===== src/rtl/fwd_hazard_unit.sv =====
// rtl/fwd_hazard_unit.sv - registered EX operand forwarding selects, load-use stall and store-data MEM-to-MEM forwarding.
// Optional stall_count output enabled by defining FWD_STALL_COUNT_EN.
module fwd_hazard_unit #(
  parameter int REG_BITS   = 4,
  parameter int NUM_SRC    = 2,
  parameter int FWD_DEPTH  = 2,
  parameter int LOAD_STAGE = 2,
  parameter int SEL_W      = $clog2(FWD_DEPTH + 1)
) (
  input  logic                          clk,
  input  logic                          rst_n,
  input  logic                          id_valid,
  input  logic                          id_regwrite,
  input  logic                          id_memread,
  input  logic                          id_memwrite,
  input  logic [REG_BITS-1:0]           id_rd,
  input  logic [NUM_SRC*REG_BITS-1:0]   id_src,
  input  logic [NUM_SRC-1:0]            id_src_used,
  input  logic                          ext_hold,
  input  logic                          flush,
  output logic                          stall,
  output logic [NUM_SRC*SEL_W-1:0]      ex_fwd_sel,
  output logic                          ex_fwd_mm
`ifdef FWD_STALL_COUNT_EN
  ,
  output logic [15:0]                   stall_count
`endif
);

  // Entry j describes the instruction that is j positions past ID/EX (p0 = in EX).
  logic [FWD_DEPTH-1:0] t_valid;
  logic [FWD_DEPTH-1:0] t_regwrite;
  logic [FWD_DEPTH-1:0] t_memread;
  logic [REG_BITS-1:0]  t_rd [FWD_DEPTH];

  logic [NUM_SRC*SEL_W-1:0] sel_next;
  logic                     mm_next;
  logic                     hazard;
  logic [REG_BITS-1:0]      src;
  logic                     hit;
  logic                     hit_load;
  int                       hit_dist;

  always_comb begin
    sel_next = '0;
    mm_next  = 1'b0;
    hazard   = 1'b0;
    src      = '0;
    hit      = 1'b0;
    hit_load = 1'b0;
    hit_dist = 0;
    for (int i = 0; i < NUM_SRC; i++) begin
      src      = id_src[i*REG_BITS +: REG_BITS];
      hit      = 1'b0;
      hit_load = 1'b0;
      hit_dist = 0;
      // Scan oldest to youngest so the youngest producer is the last to overwrite.
      for (int j = FWD_DEPTH - 1; j >= 0; j--) begin
        if (t_valid[j] && t_regwrite[j] && (t_rd[j] == src)) begin
          hit      = 1'b1;
          hit_load = t_memread[j];
          hit_dist = j + 1;
        end
      end
      if (id_src_used[i] && (src != '0) && hit) begin
        if (hit_load && (hit_dist < LOAD_STAGE)) begin
          if ((i == 1) && id_memwrite && (hit_dist == 1) && (LOAD_STAGE == 2))
            mm_next = 1'b1;
          else
            hazard = 1'b1;
        end else begin
          sel_next[i*SEL_W +: SEL_W] = SEL_W'(hit_dist);
        end
      end
    end
  end

  assign stall = id_valid & hazard & ~flush;

  always_ff @(posedge clk or negedge rst_n) begin
    if (!rst_n) begin
      t_valid    <= '0;
      t_regwrite <= '0;
      t_memread  <= '0;
      for (int j = 0; j < FWD_DEPTH; j++) t_rd[j] <= '0;
      ex_fwd_sel <= '0;
      ex_fwd_mm  <= 1'b0;
    end else if (!ext_hold) begin
      for (int j = FWD_DEPTH - 1; j > 0; j--) begin
        // A flush kills the branch in EX, so it moves on as a bubble.
        if ((j == 1) && flush) t_valid[j] <= 1'b0;
        else                   t_valid[j] <= t_valid[j-1];
        t_regwrite[j] <= t_regwrite[j-1];
        t_memread[j]  <= t_memread[j-1];
        t_rd[j]       <= t_rd[j-1];
      end
      t_valid[0]    <= id_valid & ~stall & ~flush;
      t_regwrite[0] <= id_regwrite;
      t_memread[0]  <= id_memread;
      t_rd[0]       <= id_rd;
      if (stall || flush) begin
        ex_fwd_sel <= '0;
        ex_fwd_mm  <= 1'b0;
      end else begin
        ex_fwd_sel <= sel_next;
        ex_fwd_mm  <= mm_next;
      end
    end
  end

`ifdef FWD_STALL_COUNT_EN
  always_ff @(posedge clk or negedge rst_n) begin
    if (!rst_n) begin
      stall_count <= '0;
    end else if (!ext_hold) begin
      if (flush && !stall)
        stall_count <= '0;
      else if (stall && (stall_count != 16'hFFFF))
        stall_count <= stall_count + 16'd1;
    end
  end
`endif

endmodule


===== config.mk =====
export PLATFORM = sky130hd
export DESIGN_NAME = fwd_hazard_unit
export DESIGN_NICKNAME = d
export VERILOG_FILES = /design/src/rtl/fwd_hazard_unit.sv
export SDC_FILE = /design/constraint.sdc
export NUM_CORES = 1
export LEC_CHECK = 0
export ABC_AREA = 0
export BUFFER_PORTS_ARGS = -buffer_cell sky130_fd_sc_hd__buf_4
export CAP_MARGIN = 20
export CORE_MARGIN = 5
export CORE_UTILIZATION = 55
export CTS_BUF_LIST = sky130_fd_sc_hd__clkbuf_4
export DETAILED_ROUTE_END_ITERATION = 8
export GPL_TIMING_DRIVEN = 0
export MAX_ROUTING_LAYER = met4
export PLACE_DENSITY_LB_ADDON = 0.2
export SYNTH_ARGS = -nofsm -noshare
export SYNTH_HDL_FRONTEND = slang
export SYNTH_SLANG_ARGS = --single-unit

===== constraint.sdc =====
create_clock -name clk -period 4.8 [get_ports clk]
set_input_delay 1.44 -clock clk [delete_from_list [all_inputs] [get_ports clk]]
set_output_delay 1.44 -clock clk [all_outputs]
set_load 0.02 [all_outputs]

# Word level (Yosys, flattened, before mapping)
# Cells that the tools add are included.
# word_totals
register_bits	19
latch_bits	0
mem_bits_rw	0
rom_bits	0
input_bits	22
out_inout_bits	6
word_cells	63
memories	0
# classes
n_addsub	0
mul	0
div	0
magnitude_cmp	2
eq_ne	5
shift	0
mux	27
bitwise	6
n_reduce_logical	16
# ops
cell	count
32-bit by 3-bit less-than comparator with 1-bit output, second input constant	2
32-bit by 2-bit equality test with 1-bit output, second input constant	1
32-bit 2-to-1 mux	1
1-bit 2-to-1 mux	18
4-bit equality test	4
2-bit 2-to-1 mux	7
1-bit logical AND	13
4-bit nonzero test	2
1-bit AND	4
4-bit 2-to-1 mux	1
1-bit inverter	2
1-bit logical OR	1

# Depth between registers and ports, before layout
# Gate-level depths: netlist of run 1.
# depth
word_depth	16
mapped_depth	6
ltp_nobuf	5

# Least setup slack after synthesis of run 1
# Ideal clock, no wire load.
# synth_path
path_kind	input -> output
startpoint	in id_src[7]
endpoint	out stall
t_arrival_ps	2744
required_ps	3360
path_slack_ps	616
path_stages	5
n_path_buf	0
cell_sequence	xor2_1 -> nor3_2 -> nand3_2 -> o31ai_1 -> nor3b_1
# synth_between
elab_chain_len	11
# synth_lines
element	line	text
start, declared	17	input logic [NUM_SRC*REG_BITS-1:0] id_src,
branches (longest 8 deep; another with 32-bit by 3-bit less-than comparator with 1-bit output)	-	
1-bit 2-to-1 mux *	65	if (id_src_used[i] && (src != '0) && hit) begin
1-bit AND * (2 in series)	78	assign stall = id_valid & hazard & ~flush;
end, declared	21	output logic stall,
# Every way passes the cells marked *.

# Worst setup path in the final report of run 1
# layout_path
startpoint	in id_src[5]
endpoint	out stall
# Same word-level chain as after synthesis.

==> key figures, run 1 <==
Outcome
  – Status: finished, final reports clean

Placement
  – Hpwl dp: 1.66 mm
  – Place WS: 0.491 ns
  – # placed instances: 132
  – IO Port Bufs: 26
  – Placement Cell Area: 1180 µm²
  – GPL Wtd Cong: 0.888

Floorplanning
  – Die Y-Extent: 51.8 µm
  – Starting Density: 56.8%
  – IO Count: 28
  – Core Rows: 15
  – Die X: 51.8 µm
  – Die area: 2680 µm²
  – Core footprint: 1690 µm²

Layout
  – Commonest cells after routing, fill and taps aside: buf_4, dfrtp_1, nand2_1, xor2_1, mux2_2
  – Layout cells sized above 1: 35.3%
  – Diodes inserted: 0
  – Commonest non-fill, non-tap cell in the layout: buf_4
  – Fin area: 1200 µm²
  – Fin nets: 142
  – Layout area overhead: 25.3%
  – Post-Layout Cell Count: 136

STA
  – Achievable Freq: 0.231 GHz
  – Skew final: 0.00223 ns
  – Final period util: 90.1%
  – Max-slew violation count: 0
  – Final Hold Viols: 0
  – Setup Total Neg Slack: 0 ns
  – Worst Max-Slew Pin Slew: 0.820 ns
  – Endpoints failing setup: 0
  – Final Critical Period: 4.33 ns
  – RSZ-0062 raised after global routing: no
  – Final setup margin: 0.474 ns
  – Rel. slew slack: 44.6%

GRT
  – Global-route wire length before repair: 3.51 mm
  – Vias in the first global route: 790
  – Overall Global Routing Usage: 18.4%
  – Total grt overflow: 0
  – Initial antenna violation count: 0
  – Largest net degree at the start of global routing: 19

Synth
  – Post-synth EDFFs: 0
  – Yosys synthesis warning count: 0
  – Syn Area/Cell: 10.8 µm²
  – Cells after Synth: 89
  – Area share of the leading cell type in the synthesized netlist: 46.9%
  – FFs w/ async S/R, synth: 100%
  – #FFs+latches synth: 18
  – Post-synth top area cell: dfrtp_1
  – Most used DFF post-synth: dfrtp_1
  – Top area cells in the synthesized netlist: dfrtp_1, mux2_2, xor2_1
  – Mapped cell area: 960 µm²
  – Syn Nets: 111
  – Sequential-to-total area share from yosys stat: 46.9%
  – Yosys cell types: 24

Detailed routing
  – Wire length per cell: 14.8 µm
  – Final wirelength: 2.02 mm
  – DR vias: 775
  – ANT nets after route: 0
  – Drt pass-1 iters: 4
  – Initial DRC Count: 9
  – Via/cell ratio: 5.70
  – Post-route DRC violation count: 0

Worst setup path
  – Critical path class: in -> out
  – CP peak stage delay: 0.77 ns
  – WP data required: 3.36 ns
  – Cell mode on critical path: buf_4
  – Crit-path cells: buf_4 -> o41ai_1 -> o31ai_1 -> nor3b_1 -> buf_4
  – CP top delay family: compound AO/OA/AOI/OAI gates
  – CP bufs+invs: 2
  – Critical Path AT: 2.89 ns
  – Startpoint type of the worst setup path: input pin
  – Crit end category: primary output
  – Critical-path maximum fanout: 5
  – Worst path slowest cell: o41ai_1

Clock network
  – CTS tree: built
  – H-tree levels: 1
  – Cts repair resizes: 0
  – Clock Latency Late Sink: 0.28 ns
  – Longest Clk Path Bufs: 2
  – Clock tree sinks: 18
  – Hold-fix buffers at CTS: 0
  – Clk slew on worst S/H paths: 0.10 ns
  – TritonCTS Buffers: 3
  – Setup bufs post-CTS: 0
  – Clock root buffer: clkbuf_4

Worst hold path
  – Hold crit path type: reg -> reg

Run
  – Max-capacitance violation count: 0

Power
  – P per Cell Area: 264 nW/µm²
  – Total power: 318 µW
  – Peak VDD IR: 0.203 mV
  – P_leak: 0.525 nW
-- per-stage QoR --
| stage | util [%] | hold slack (ns) |
|---|---|---|
| 2_1_floorplan | - | 0.451 |
| 3_3_place_gp | 69.6 | 0.457 |
| 3_5_place_dp | 69.6 | 0.466 |
| 4_1_cts | 71.2 | 0.491 |
| 5_1_grt | 71.2 | 0.536 |
| 6_report | 71.2 | 0.487 |
-- path summary, 6_finish.rpt --
check                                               start  slack, ns  cells after the start                        end
worst max-delay path                            id_src[5]       0.47                      5                      stall
worst min-delay path            ex_fwd_sel[3]$_DFFE_PN0N_       0.49                      2  ex_fwd_sel[3]$_DFFE_PN0N_
worst max register to register        t_rd[7]$_DFFE_PN0N_       3.21                      5  ex_fwd_sel[2]$_DFFE_PN0N_
worst min register to register  ex_fwd_sel[3]$_DFFE_PN0N_       0.49                      2  ex_fwd_sel[3]$_DFFE_PN0N_
max in group asynchronous                           rst_n       3.61                      1        t_rd[1]$_DFFE_PN0N_
min in group asynchronous                           rst_n       1.00                      1  ex_fwd_sel[3]$_DFFE_PN0N_
-- final cells by class --
type | count | area (µm²)
Multi-Input combinational cell | 68 | 498
Fill cell | 139 | 487
Sequential cell | 18 | 450
Timing Repair Buffer | 26 | 195
Clock buffer | 3 | 22.5
Tap cell | 17 | 21.3
Buffer | 3 | 11.3
Clock inverter | 1 | 3.75
-- per-layer routing --
metal  global-route usage [%]  wire, µm  vias up
met1                     20.3       823      375
met3                     3.15        87        4
li1                         -         -      382
met2                     31.4      1080       14
met4                     10.5        29        0
met5                        -         0        -
-- cell families after synthesis --
| logic type | Yosys count | share of synthesized area (%) |
|---|---|---|
| flops | 18 | 46.9 |
| buf+inv | 3 | 1.17 |
| simple gates | 29 | 15.8 |
| compound gates | 12 | 8.61 |
| mux | 11 | 12.9 |
| xor+xnor | 16 | 14.6 |
-- synthesized netlist by cell type (2+ instances only) --
cell type  instances
nor3_1             5
clkbuf_1           3
nand2_1           11
o31ai_1            2
dfrtp_1           18
mux2_2            11
xnor2_1            5
nor3b_1            2
o41ai_1            3
o21ai_0            2
xor2_1            11
a21oi_1            2
nor2_1             2
nand3_1            2
-- sequential cells by signal, summed over array words and instances, names as in the netlist --
register    flops
t_rd            8
ex_fwd_sel      4
t_regwrite      2
t_valid         2
ex_fwd_mm       1
t_memread       1
-- where the power goes --
| part | internal (mW) | switching [mW] |
|---|---|---|
| registers | 0.165 | 0.0149 |
| logic | 0.0356 | 0.0285 |
| clock network | 0.0302 | 0.0441 |
| total | 0.230 | 0.0875 |
-- worst register-to-register path: stages, from the launching register on --
cell	delay, ns
dfrtp_1	0.44
xor2_1	0.18
nor3_2	0.18
nand3_2	0.13
or4_1	0.48
o21ai_1	0.12
Power figures use the tool's default switching activity.
==> run 2, diff against run 1 <==
- CTS_CLUSTER_DIAMETER: not set -> 100
- MAX_ROUTING_LAYER: met4 -> not set
- REMOVE_ABC_BUFFERS: not set -> 1
==> key figures, run 2 (synthesis results as in run 1) <==
GRT
  – Vias in the first global route: 795
  – Global-route wire length before repair: 3.22 mm
  – Total grt overflow: 0
  – Initial antenna violation count: 0
  – Largest net degree at the start of global routing: 24
  – Overall Global Routing Usage: 16.2%

Detailed routing
  – Post-route DRC violation count: 0
  – Met2 wire len: 1.02 mm
  – Wire length per cell: 14.7 µm
  – Drt pass-1 iters: 4
  – DR vias: 752
  – Max layer used: met4
  – Initial DRC Count: 8
  – Met1 Wirelength: 818 µm
  – DR WL met3: 99 µm
  – Final wirelength: 1.97 mm
  – ANT nets after route: 0
  – Via/cell ratio: 5.61

Placement
  – IO Port Bufs: 27
  – Hpwl dp: 1.56 mm
  – Place WS: 0.459 ns
  – GPL Wtd Cong: 0.840

Floorplanning
  – Die Y-Extent: 51.8 µm
  – IO Count: 28
  – Starting Density: 56.8%
  – Core Rows: 15
  – Core footprint: 1690 µm²
  – Die area: 2680 µm²
  – Die X: 51.8 µm

STA
  – Max-slew violation count: 0
  – Achievable Freq: 0.230 GHz
  – Worst Max-Slew Pin Slew: 0.866 ns
  – Endpoints failing setup: 0
  – Final period util: 90.8%
  – Setup Total Neg Slack: 0 ns
  – Rel. slew slack: 41.5%
  – Final Hold Viols: 0
  – Final Critical Period: 4.36 ns
  – RSZ-0062 raised after global routing: no
  – Skew final: 0.00789 ns
  – Final setup margin: 0.444 ns

Layout
  – Multi-input gate area: 498 µm²
  – Commonest cells after routing, fill and taps aside: buf_4, dfrtp_1, nand2_1, xor2_1, mux2_2
  – Reg area: 450 µm²
  – Layout Utilization: 71.0%
  – Layout cells sized above 1: 36.8%
  – Layout area overhead: 24.9%
  – Diodes inserted: 0
  – Largest Register: t_rd
  – Fin nets: 140
  – Filler cells: 135
  – Commonest non-fill, non-tap cell in the layout: buf_4
  – Largest register FFs: 8
  – Top Registers: t_rd (8), ex_fwd_sel (4)

Clock network
  – CTS tree: built
  – Cts repair resizes: 0
  – TritonCTS Buffers: 3
  – H-tree levels: 1
  – Longest Clk Path Bufs: 2
  – Clk slew on worst S/H paths: 0.10 ns
  – Setup bufs post-CTS: 0
  – Clock tree sinks: 18
  – Clock root buffer: clkbuf_4
  – Clock Latency Late Sink: 0.29 ns
  – Hold-fix buffers at CTS: 0

Run
  – Max-capacitance violation count: 0

Worst setup path
  – WP data required: 3.36 ns
  – Reg2Reg Depth: 5
  – Startpoint type of the worst setup path: input pin
  – Critical-path maximum fanout: 5
  – Crit end category: primary output
  – Critical Path AT: 2.92 ns
  – Critical path class: in -> out

Power
  – P_leak: 0.526 nW
  – Clock share of power: 23.8%
  – P per Cell Area: 266 nW/µm²
  – Net Sw Frac: 27.7%
  – Comb pwr share: 19.8%
  – Power Internal: 231 µW
  – Part of the power in registers: 56.3%
  – Peak VDD IR: 0.203 mV
  – Net switching power: 88.3 µW

Worst hold path
  – Depth of the worst hold-timing path: 2
  – Hold crit path type: reg -> reg

Outcome
  – Status: finished, final reports clean
-- run 2: changes by cell type in the layout (fill, tap and decap cells not counted) --
cell	change
buf_4	+1
clkbuf_1	-3
-- run 2: final timing paths --
kind                                                 from                   endpoint  slack (ns)
min in group asynchronous                           rst_n  ex_fwd_sel[3]$_DFFE_PN0N_        0.99
worst max register to register        t_rd[7]$_DFFE_PN0N_  ex_fwd_sel[2]$_DFFE_PN0N_        3.19
worst min-delay path            ex_fwd_sel[3]$_DFFE_PN0N_  ex_fwd_sel[3]$_DFFE_PN0N_        0.49
worst max-delay path                            id_src[5]                      stall        0.44
max in group asynchronous                           rst_n        t_rd[3]$_DFFE_PN0N_        3.61
worst min register to register  ex_fwd_sel[3]$_DFFE_PN0N_  ex_fwd_sel[3]$_DFFE_PN0N_        0.49
-- run 2: worst max-delay path: stages --
cell and delay (ns):
buf_4 0.13, o41ai_1 0.81, o31ai_1 0.19, nor3b_1 0.19, buf_4 0.15
-- run 2: layer usage --
| metal | global-route usage [%] | vias up |
|---|---|---|
| met5 | 0 | - |
| met1 | 18.8 | 351 |
| met2 | 27.5 | 20 |
| met4 | 10.0 | 0 |
| met3 | 2.58 | 4 |
| li1 | - | 377 |
-- run 2: layout make-up --
| cell class | count | area share [%] |
|---|---|---|
| Tap cell | 17 | 1.77 |
| Multi-Input combinational cell | 68 | 41.5 |
| Sequential cell | 18 | 37.6 |
| Clock inverter | 1 | 0.313 |
| Clock buffer | 3 | 1.88 |
| Timing Repair Buffer | 27 | 16.9 |
-- run 2: power groups by stage --
stage | Sequential (mW) | Clock, mW | Combinational [mW]
after floorplan | 0.178 | 0 | 0.0363
after global placement | 0.181 | 0 | 0.0622
after detailed placement | 0.182 | 0 | 0.0640
after CTS | 0.179 | 0.0779 | 0.0642
after global routing | 0.181 | 0.0839 | 0.0699
final | 0.180 | 0.0760 | 0.0633
-- run 2: through the flow --
| stage | instance area, µm² | hold slack, ns | power (mW) | std cells |
|---|---|---|---|---|
| 2_1_floorplan | 948 | 0.448 | 0.215 | 86 |
| 3_3_place_gp | 1170 | 0.456 | 0.243 | 130 |
| 3_5_place_dp | 1170 | 0.464 | 0.246 | 130 |
| 4_1_cts | 1200 | 0.492 | 0.321 | 134 |
| 5_1_grt | 1200 | 0.532 | 0.335 | 134 |
| 6_report | 1200 | 0.488 | 0.319 | 134 |
